File: src/rtl/lm_pkg.sv
// Shared encodings and helpers for the multi-channel LED manager.
package lm_pkg;

    localparam logic [1:0] LM_MODE_FIXED  = 2'b00;
    localparam logic [1:0] LM_MODE_ROTATE = 2'b01;
    localparam logic [1:0] LM_MODE_PRIO   = 2'b10;

    typedef enum logic {
        LM_IDLE,
        LM_HOLD
    } lm_state_t;

    // Never returns less than 1 so degenerate counts still yield a legal vector.
    function automatic int lm_clog2(input int n);
        int r;
        r = 0;
        while ((1 << r) < n) r++;
        return (r < 1) ? 1 : r;
    endfunction

endpackage

File: src/rtl/lm_channel_reg.sv
// Sticky capture register for one channel plus its pending flag.
// A capture strobe beats a clear arriving on the same cycle.
module lm_channel_reg #(
    parameter int WIDTH = 8
) (
    input  logic             clk,
    input  logic             rst_n,
    input  logic             valid,
    input  logic [WIDTH-1:0] data,
    input  logic             clr,
    output logic [WIDTH-1:0] value,
    output logic             pending
);

    always_ff @(posedge clk) begin
        if (rst_n) begin
            value   <= '0;
            pending <= 1'b0;
        end else if (valid) begin
            value   <= data;
            pending <= 1'b1;
        end else if (clr) begin
            pending <= 1'b0;
        end
    end

endmodule

File: src/rtl/lm_multi_channel.sv
// LED manager: sticky per-channel capture, one channel multiplexed onto the LEDs
// via fixed select, timed rotation or priority-on-new-event with hold.
module lm_multi_channel
    import lm_pkg::*;
#(
    parameter int                 NUM_CH       = 4,
    parameter int                 WIDTH_CH     = 8,
    parameter int                 WIDTH_LEDS   = 16,
    parameter int                 HOLD_CYCLES  = 50_000_000,
    parameter int                 BLINK_CYCLES = 12_500_000,
    parameter logic [NUM_CH-1:0]  ERR_MASK     = 4'b0110,
    localparam int                IDX_W        = lm_clog2(NUM_CH)
) (
    input  logic                         clk,
    input  logic                         rst_n,
    input  logic [NUM_CH*WIDTH_CH-1:0]   ch_data,
    input  logic [NUM_CH-1:0]            ch_valid,
    input  logic [1:0]                   mode,
    input  logic [IDX_W-1:0]             sel,
    input  logic                         clear_all,
    output logic [NUM_CH-1:0]            pending,
    output logic [WIDTH_LEDS-1:0]        leds
);

    localparam int CNT_W = lm_clog2(HOLD_CYCLES);
    localparam int BLK_W = lm_clog2(BLINK_CYCLES + 1);

    logic [WIDTH_CH-1:0] ch_val [NUM_CH];
    logic [NUM_CH-1:0]   ch_clr;

    lm_state_t        state, state_d;
    logic [CNT_W-1:0] cnt, cnt_d;
    logic [IDX_W-1:0] shown, shown_d;
    logic [1:0]       mode_q, mode_eff;
    logic [BLK_W-1:0] blink_cnt;
    logic             blink_phase;
    logic             expire;
    logic             hold_last;
    logic [IDX_W-1:0] sel_eff, lowest, disp;
    logic             blank;
    logic [WIDTH_LEDS-1:0] leds_d;

    for (genvar i = 0; i < NUM_CH; i++) begin : g_ch
        assign ch_clr[i] = clear_all | (expire & (shown == IDX_W'(i)));

        lm_channel_reg #(.WIDTH(WIDTH_CH)) u_reg (
            .clk     (clk),
            .rst_n   (rst_n),
            .valid   (ch_valid[i]),
            .data    (ch_data[i*WIDTH_CH +: WIDTH_CH]),
            .clr     (ch_clr[i]),
            .value   (ch_val[i]),
            .pending (pending[i])
        );
    end

    assign mode_eff  = (mode == LM_MODE_ROTATE || mode == LM_MODE_PRIO) ? mode : LM_MODE_FIXED;
    assign sel_eff   = (int'(sel) >= NUM_CH) ? '0 : sel;
    assign hold_last = (cnt == CNT_W'(HOLD_CYCLES - 1));

    always_comb begin
        lowest = '0;
        for (int i = NUM_CH - 1; i >= 0; i--) begin
            if (pending[i]) lowest = IDX_W'(i);
        end
    end

    // A mode change only resets sequencing; the new mode acts from the next cycle.
    always_comb begin
        state_d = state;
        cnt_d   = cnt;
        shown_d = shown;
        expire  = 1'b0;
        if (mode_eff != mode_q) begin
            state_d = LM_IDLE;
            cnt_d   = '0;
        end else begin
            case (mode_q)
                LM_MODE_ROTATE: begin
                    if (hold_last) begin
                        cnt_d   = '0;
                        expire  = 1'b1;
                        shown_d = (int'(shown) == NUM_CH - 1) ? '0 : shown + 1'b1;
                    end else begin
                        cnt_d = cnt + 1'b1;
                    end
                end
                LM_MODE_PRIO: begin
                    case (state)
                        LM_IDLE: begin
                            if (|pending) begin
                                shown_d = lowest;
                                cnt_d   = '0;
                                state_d = LM_HOLD;
                            end
                        end
                        LM_HOLD: begin
                            if (hold_last) begin
                                expire  = 1'b1;
                                cnt_d   = '0;
                                state_d = LM_IDLE;
                            end else begin
                                cnt_d = cnt + 1'b1;
                            end
                        end
                        default: state_d = LM_IDLE;
                    endcase
                end
                default: shown_d = sel_eff;
            endcase
        end
    end

    assign disp  = (mode_eff == LM_MODE_FIXED) ? sel_eff : shown;
    assign blank = ERR_MASK[disp] & pending[disp] & ~blink_phase;

    always_comb begin
        leds_d                          = '0;
        leds_d[WIDTH_LEDS-1]            = |pending;
        leds_d[WIDTH_LEDS-2 -: IDX_W]   = disp;
        leds_d[WIDTH_CH-1:0]            = blank ? '0 : ch_val[disp];
    end

    always_ff @(posedge clk) begin
        if (rst_n) begin
            state       <= LM_IDLE;
            cnt         <= '0;
            shown       <= '0;
            mode_q      <= LM_MODE_FIXED;
            blink_cnt   <= '0;
            blink_phase <= 1'b1;
            leds        <= '0;
        end else begin
            state  <= state_d;
            cnt    <= cnt_d;
            shown  <= shown_d;
            mode_q <= mode_eff;
            leds   <= leds_d;
            if (blink_cnt == BLK_W'(BLINK_CYCLES - 1)) begin
                blink_cnt   <= '0;
                blink_phase <= ~blink_phase;
            end else begin
                blink_cnt <= blink_cnt + 1'b1;
            end
        end
    end

endmodule

File: config.mk
export PLATFORM = sky130hd
export DESIGN_NAME = lm_multi_channel
export DESIGN_NICKNAME = d
export VERILOG_FILES = /design/src/rtl/lm_pkg.sv /design/src/rtl/lm_channel_reg.sv /design/src/rtl/lm_multi_channel.sv
export SDC_FILE = /design/constraint.sdc
export NUM_CORES = 1
export LEC_CHECK = 0
export CAP_MARGIN = 40
export CORE_MARGIN = 5
export CORE_UTILIZATION = 55
export DETAILED_ROUTE_END_ITERATION = 12
export PLACE_DENSITY_LB_ADDON = 0.25
export RECOVER_POWER = 25
export SYNTH_ARGS = -nofsm -noshare
export SYNTH_HDL_FRONTEND = slang
export SYNTH_HIERARCHICAL = 1
export SYNTH_SLANG_ARGS = --single-unit
File: constraint.sdc
create_clock -name clk -period 2.4 [get_ports clk]
set_input_delay 0.24 -clock clk [delete_from_list [all_inputs] [get_ports clk]]
set_output_delay 0.24 -clock clk [all_outputs]
set_load 0.1 [all_outputs]
==> run metrics <==
hold_buf cts=0; vias in the first global route=~3,700; TritonRoute pass-1 iters=4; most used cell, CP=nor4_4; commonest register cell after synthesis=dfxtp_1; Slew @ Worst Pin=1.30 ns; fin. max-slew vios=0; Critical R2R Capture=g_ch[1].u_reg/pending$_SDFFE_PP0P_; Die W=slightly above 100 µm; initial antenna violation count=0; DR vias=3,503; Row Count=33; WL/cell=14.7 µm; area of the multi-input gates=roughly 0.0024 mm²; Num CTS Buffers=9; die footprint=approximately 0.010 mm²; total chip power=0.00347 W; RSZ-0062 raised after global routing=no; post-route ant nets=0; I/O pins=63; worst endpoint data arrival time=around 2.5 ns; FMAX=446 MHz; dpl ws=-0.00227 ns; EDFF count, synth=0; Yosys warning total=6; GR Util All Layers=roughly 20%; R2R cell count=7; average cell area after synthesis=between 9 and 10 µm²; dpl hpwl=between 6000 and 7000 µm; nets=just under 600; final hold vios=0; Final Setup Violations=0; Final Critical Period=about 2.2 ns; flops & latches, synth=a little over 100; met3 GRT Util=under 10%; Setup crit start=cnt[9]$_SDFFE_PP0P_; Seq/Total Area, Yosys=between 40% and 50%; Sequential Area=0.00207 mm²; CP max stage delay=~0.54 ns; Yosys cell types=47; setup TNS=0 ns; fraction of layout cells with a size suffix above 1=roughly 11%; Vias per Instance=5.36; worst-path fanout max=5; clk_skew=0.0100 ns; DR iter-0 viols=120; Worst-Skew Late Latency=roughly 0.36 ns; area leader, netlist=dfxtp_1; crit end category=register; core footprint=0.00822 mm²; largest net degree at the start of global routing=29; IO buf count=57; WL final=around 9600 µm; gr busiest metal=met2; clock slew at reported path FFs=about 0.10 ns; startpoint types=register; starting density of the core=56.3%; Rel. slew slack=a little over an eighth; Max VDD drop=about 0.00036 V; Critical Path End=g_ch[1].u_reg/pending$_SDFFE_PP0P_; ant diodes=0; critical path cell sequence=or4_4, nor4_4, nand3_1, nor4_4, a21o_1, nand2b_1, a21oi_1; placed cells=around 640; GR Util met2=about a third; FFs w/ async S/R, synth=0%; fin crit share=93.5%; r2r setup slk=between 0.15 and 0.2 ns; Leak=2.15 nW; Worst EP required=roughly 2.6 ns; Yosys top cell area share=between 40% and 50%; DRC=0; H-tree Lvls=3; Die Ht=102 µm; Hold Crit Class=register to register; clk sink count=103; status=complete, no violations; Layout area overhead=17.8%; met1 Use GR=between 20% and 30%; Synth area leaders=dfxtp_1, nor2_1, mux2i_1, xor2_1, mux4_2; Cells after Synth=486; final worst setup slack=between 0.15 and 0.2 ns; RR Startpoint=cnt[9]$_SDFFE_PP0P_; Layout Cells excl Fill=around 650; Post-Syn Area=0.00463 mm²; postcts setup bufs=0; slowest stage cell, crit path=or4_4; grt ovf=0; gpl congestion=around 0.84; max cap viols=0; CTS root buffer=clkbuf_8; Power Density=approximately 640 mW/mm²; first-pass GRT wire length=16,500 µm; Setup CP Type=register to register; CTS tree=yes; clock buffer depth=2; fill count=between 600 and 700
==> worst min path at each step <==
| stage | to | startpoint | cells after the start |
|---|---|---|---|
| 3_5_place_dp | blink_cnt[0]$_SDFF_PP0_ | blink_cnt[0]$_SDFF_PP0_ | 1 |
| 3_3_place_gp | blink_cnt[0]$_SDFF_PP0_ | blink_cnt[0]$_SDFF_PP0_ | 1 |
| 2_1_floorplan | g_ch[1].u_reg/value[0]$_SDFFE_PP0P_ | ch_data[8] | 2 |
| 6_report | blink_cnt[0]$_SDFF_PP0_ | blink_cnt[0]$_SDFF_PP0_ | 1 |
| 4_1_cts | blink_cnt[0]$_SDFF_PP0_ | blink_cnt[0]$_SDFF_PP0_ | 1 |
| 5_1_grt | g_ch[1].u_reg/value[0]$_SDFFE_PP0P_ | ch_data[8] | 3 |
==> per-stage QoR <==
step / instance area, µm² / util [%] / hold WS [ns]
after floorplan: 4650 / - / 0.387
after global placement: 5240 / 63.8 / 0.440
after detailed placement: 5240 / 63.8 / 0.448
after CTS: 5460 / 66.4 / 0.467
after global routing: 5450 / 66.3 / 0.467
final: 5450 / 66.3 / 0.469
==> cell usage in the layout, fill, tap and decap left out, types with 6 or more instances in the layout <==
cell type	n
xnor2_1	15
nor2_1	95
nand2b_1	7
mux4_2	8
ha_1	10
clkdlybuf4s50_1	37
and4_1	8
and2_1	10
o21ai_0	6
nand4_1	18
buf_4	21
nand2_1	20
clkbuf_8	10
a21oi_1	12
dfxtp_1	99
xor2_1	32
inv_1	14
nand3_1	19
nor3_1	9
mux2i_1	35
==> registers in the layout (all words and copies together), names as in the netlist <==
name / flops
g_ch.u_reg/value: 32
cnt: 26
blink_cnt: 24
leds: 11
g_ch.u_reg/pending: 4
mode_q: 2
shown: 2
blink_phase: 1
state: 1
==> synthesized netlist by cell type (10+ instances only) <==
cell / instances
nand4_1: 18
a21oi_1: 12
nor2_1: 95
dfxtp_1: 103
xor2_1: 32
inv_1: 14
and2_1: 10
xnor2_1: 15
ha_1: 10
mux2i_1: 35
nand3_1: 19
nand2_1: 20
==> area by class of cell <==
| type | count | share of cell area [%] |
|---|---|---|
| clock buffers | 10 | 2.52 |
| multi-input cells | 349 | 43.9 |
| well taps | 105 | 2.41 |
| clock inverters | 6 | 1.38 |
| flip-flops and latches | 103 | 37.9 |
| repair buffers | 67 | 10.9 |
| inverters | 14 | 0.964 |
==> repair_timing <==
action,4_1_cts,5_1_grt
resized for setup,0,2
hold endpoints to repair,0,0
setup endpoints to repair,0,29
==> cell families (layout without fill, tap and decap cells) <==
group	after synthesis	after routing	synth area share, %
and+or+nand+nor	213	213	23.8
adders and majority gates	10	10	2.70
DFF	103	103	44.5
buffers and inverters	38	97	4.30
other	1	5	0.0810
muxes	43	43	11.5
AOI/OAI and AO/OA	31	31	4.24
xor gates and xnor gates	47	47	8.89
==> critical path: cells and delay by family, from the launching register on <==
family,cells,cell delay (ns)
compound gates,2,0.25
flops,1,0.37
simple gates,5,1.50
==> routing by layer <==
layer | vias to the layer above | wire [µm]
met5 | - | 0
met4 | 0 | 134
met1 | 1662 | 4300
li1 | 1766 | -
met2 | 62 | 4820
met3 | 13 | 352
==> report_power, final <==
part           leakage (nW)  switching, W  internal, W
logic                  1.21      0.000331     0.000196
clock network         0.105      0.000604     0.000528
registers             0.841     0.0000416      0.00177
Power figures use the tool's default switching activity.
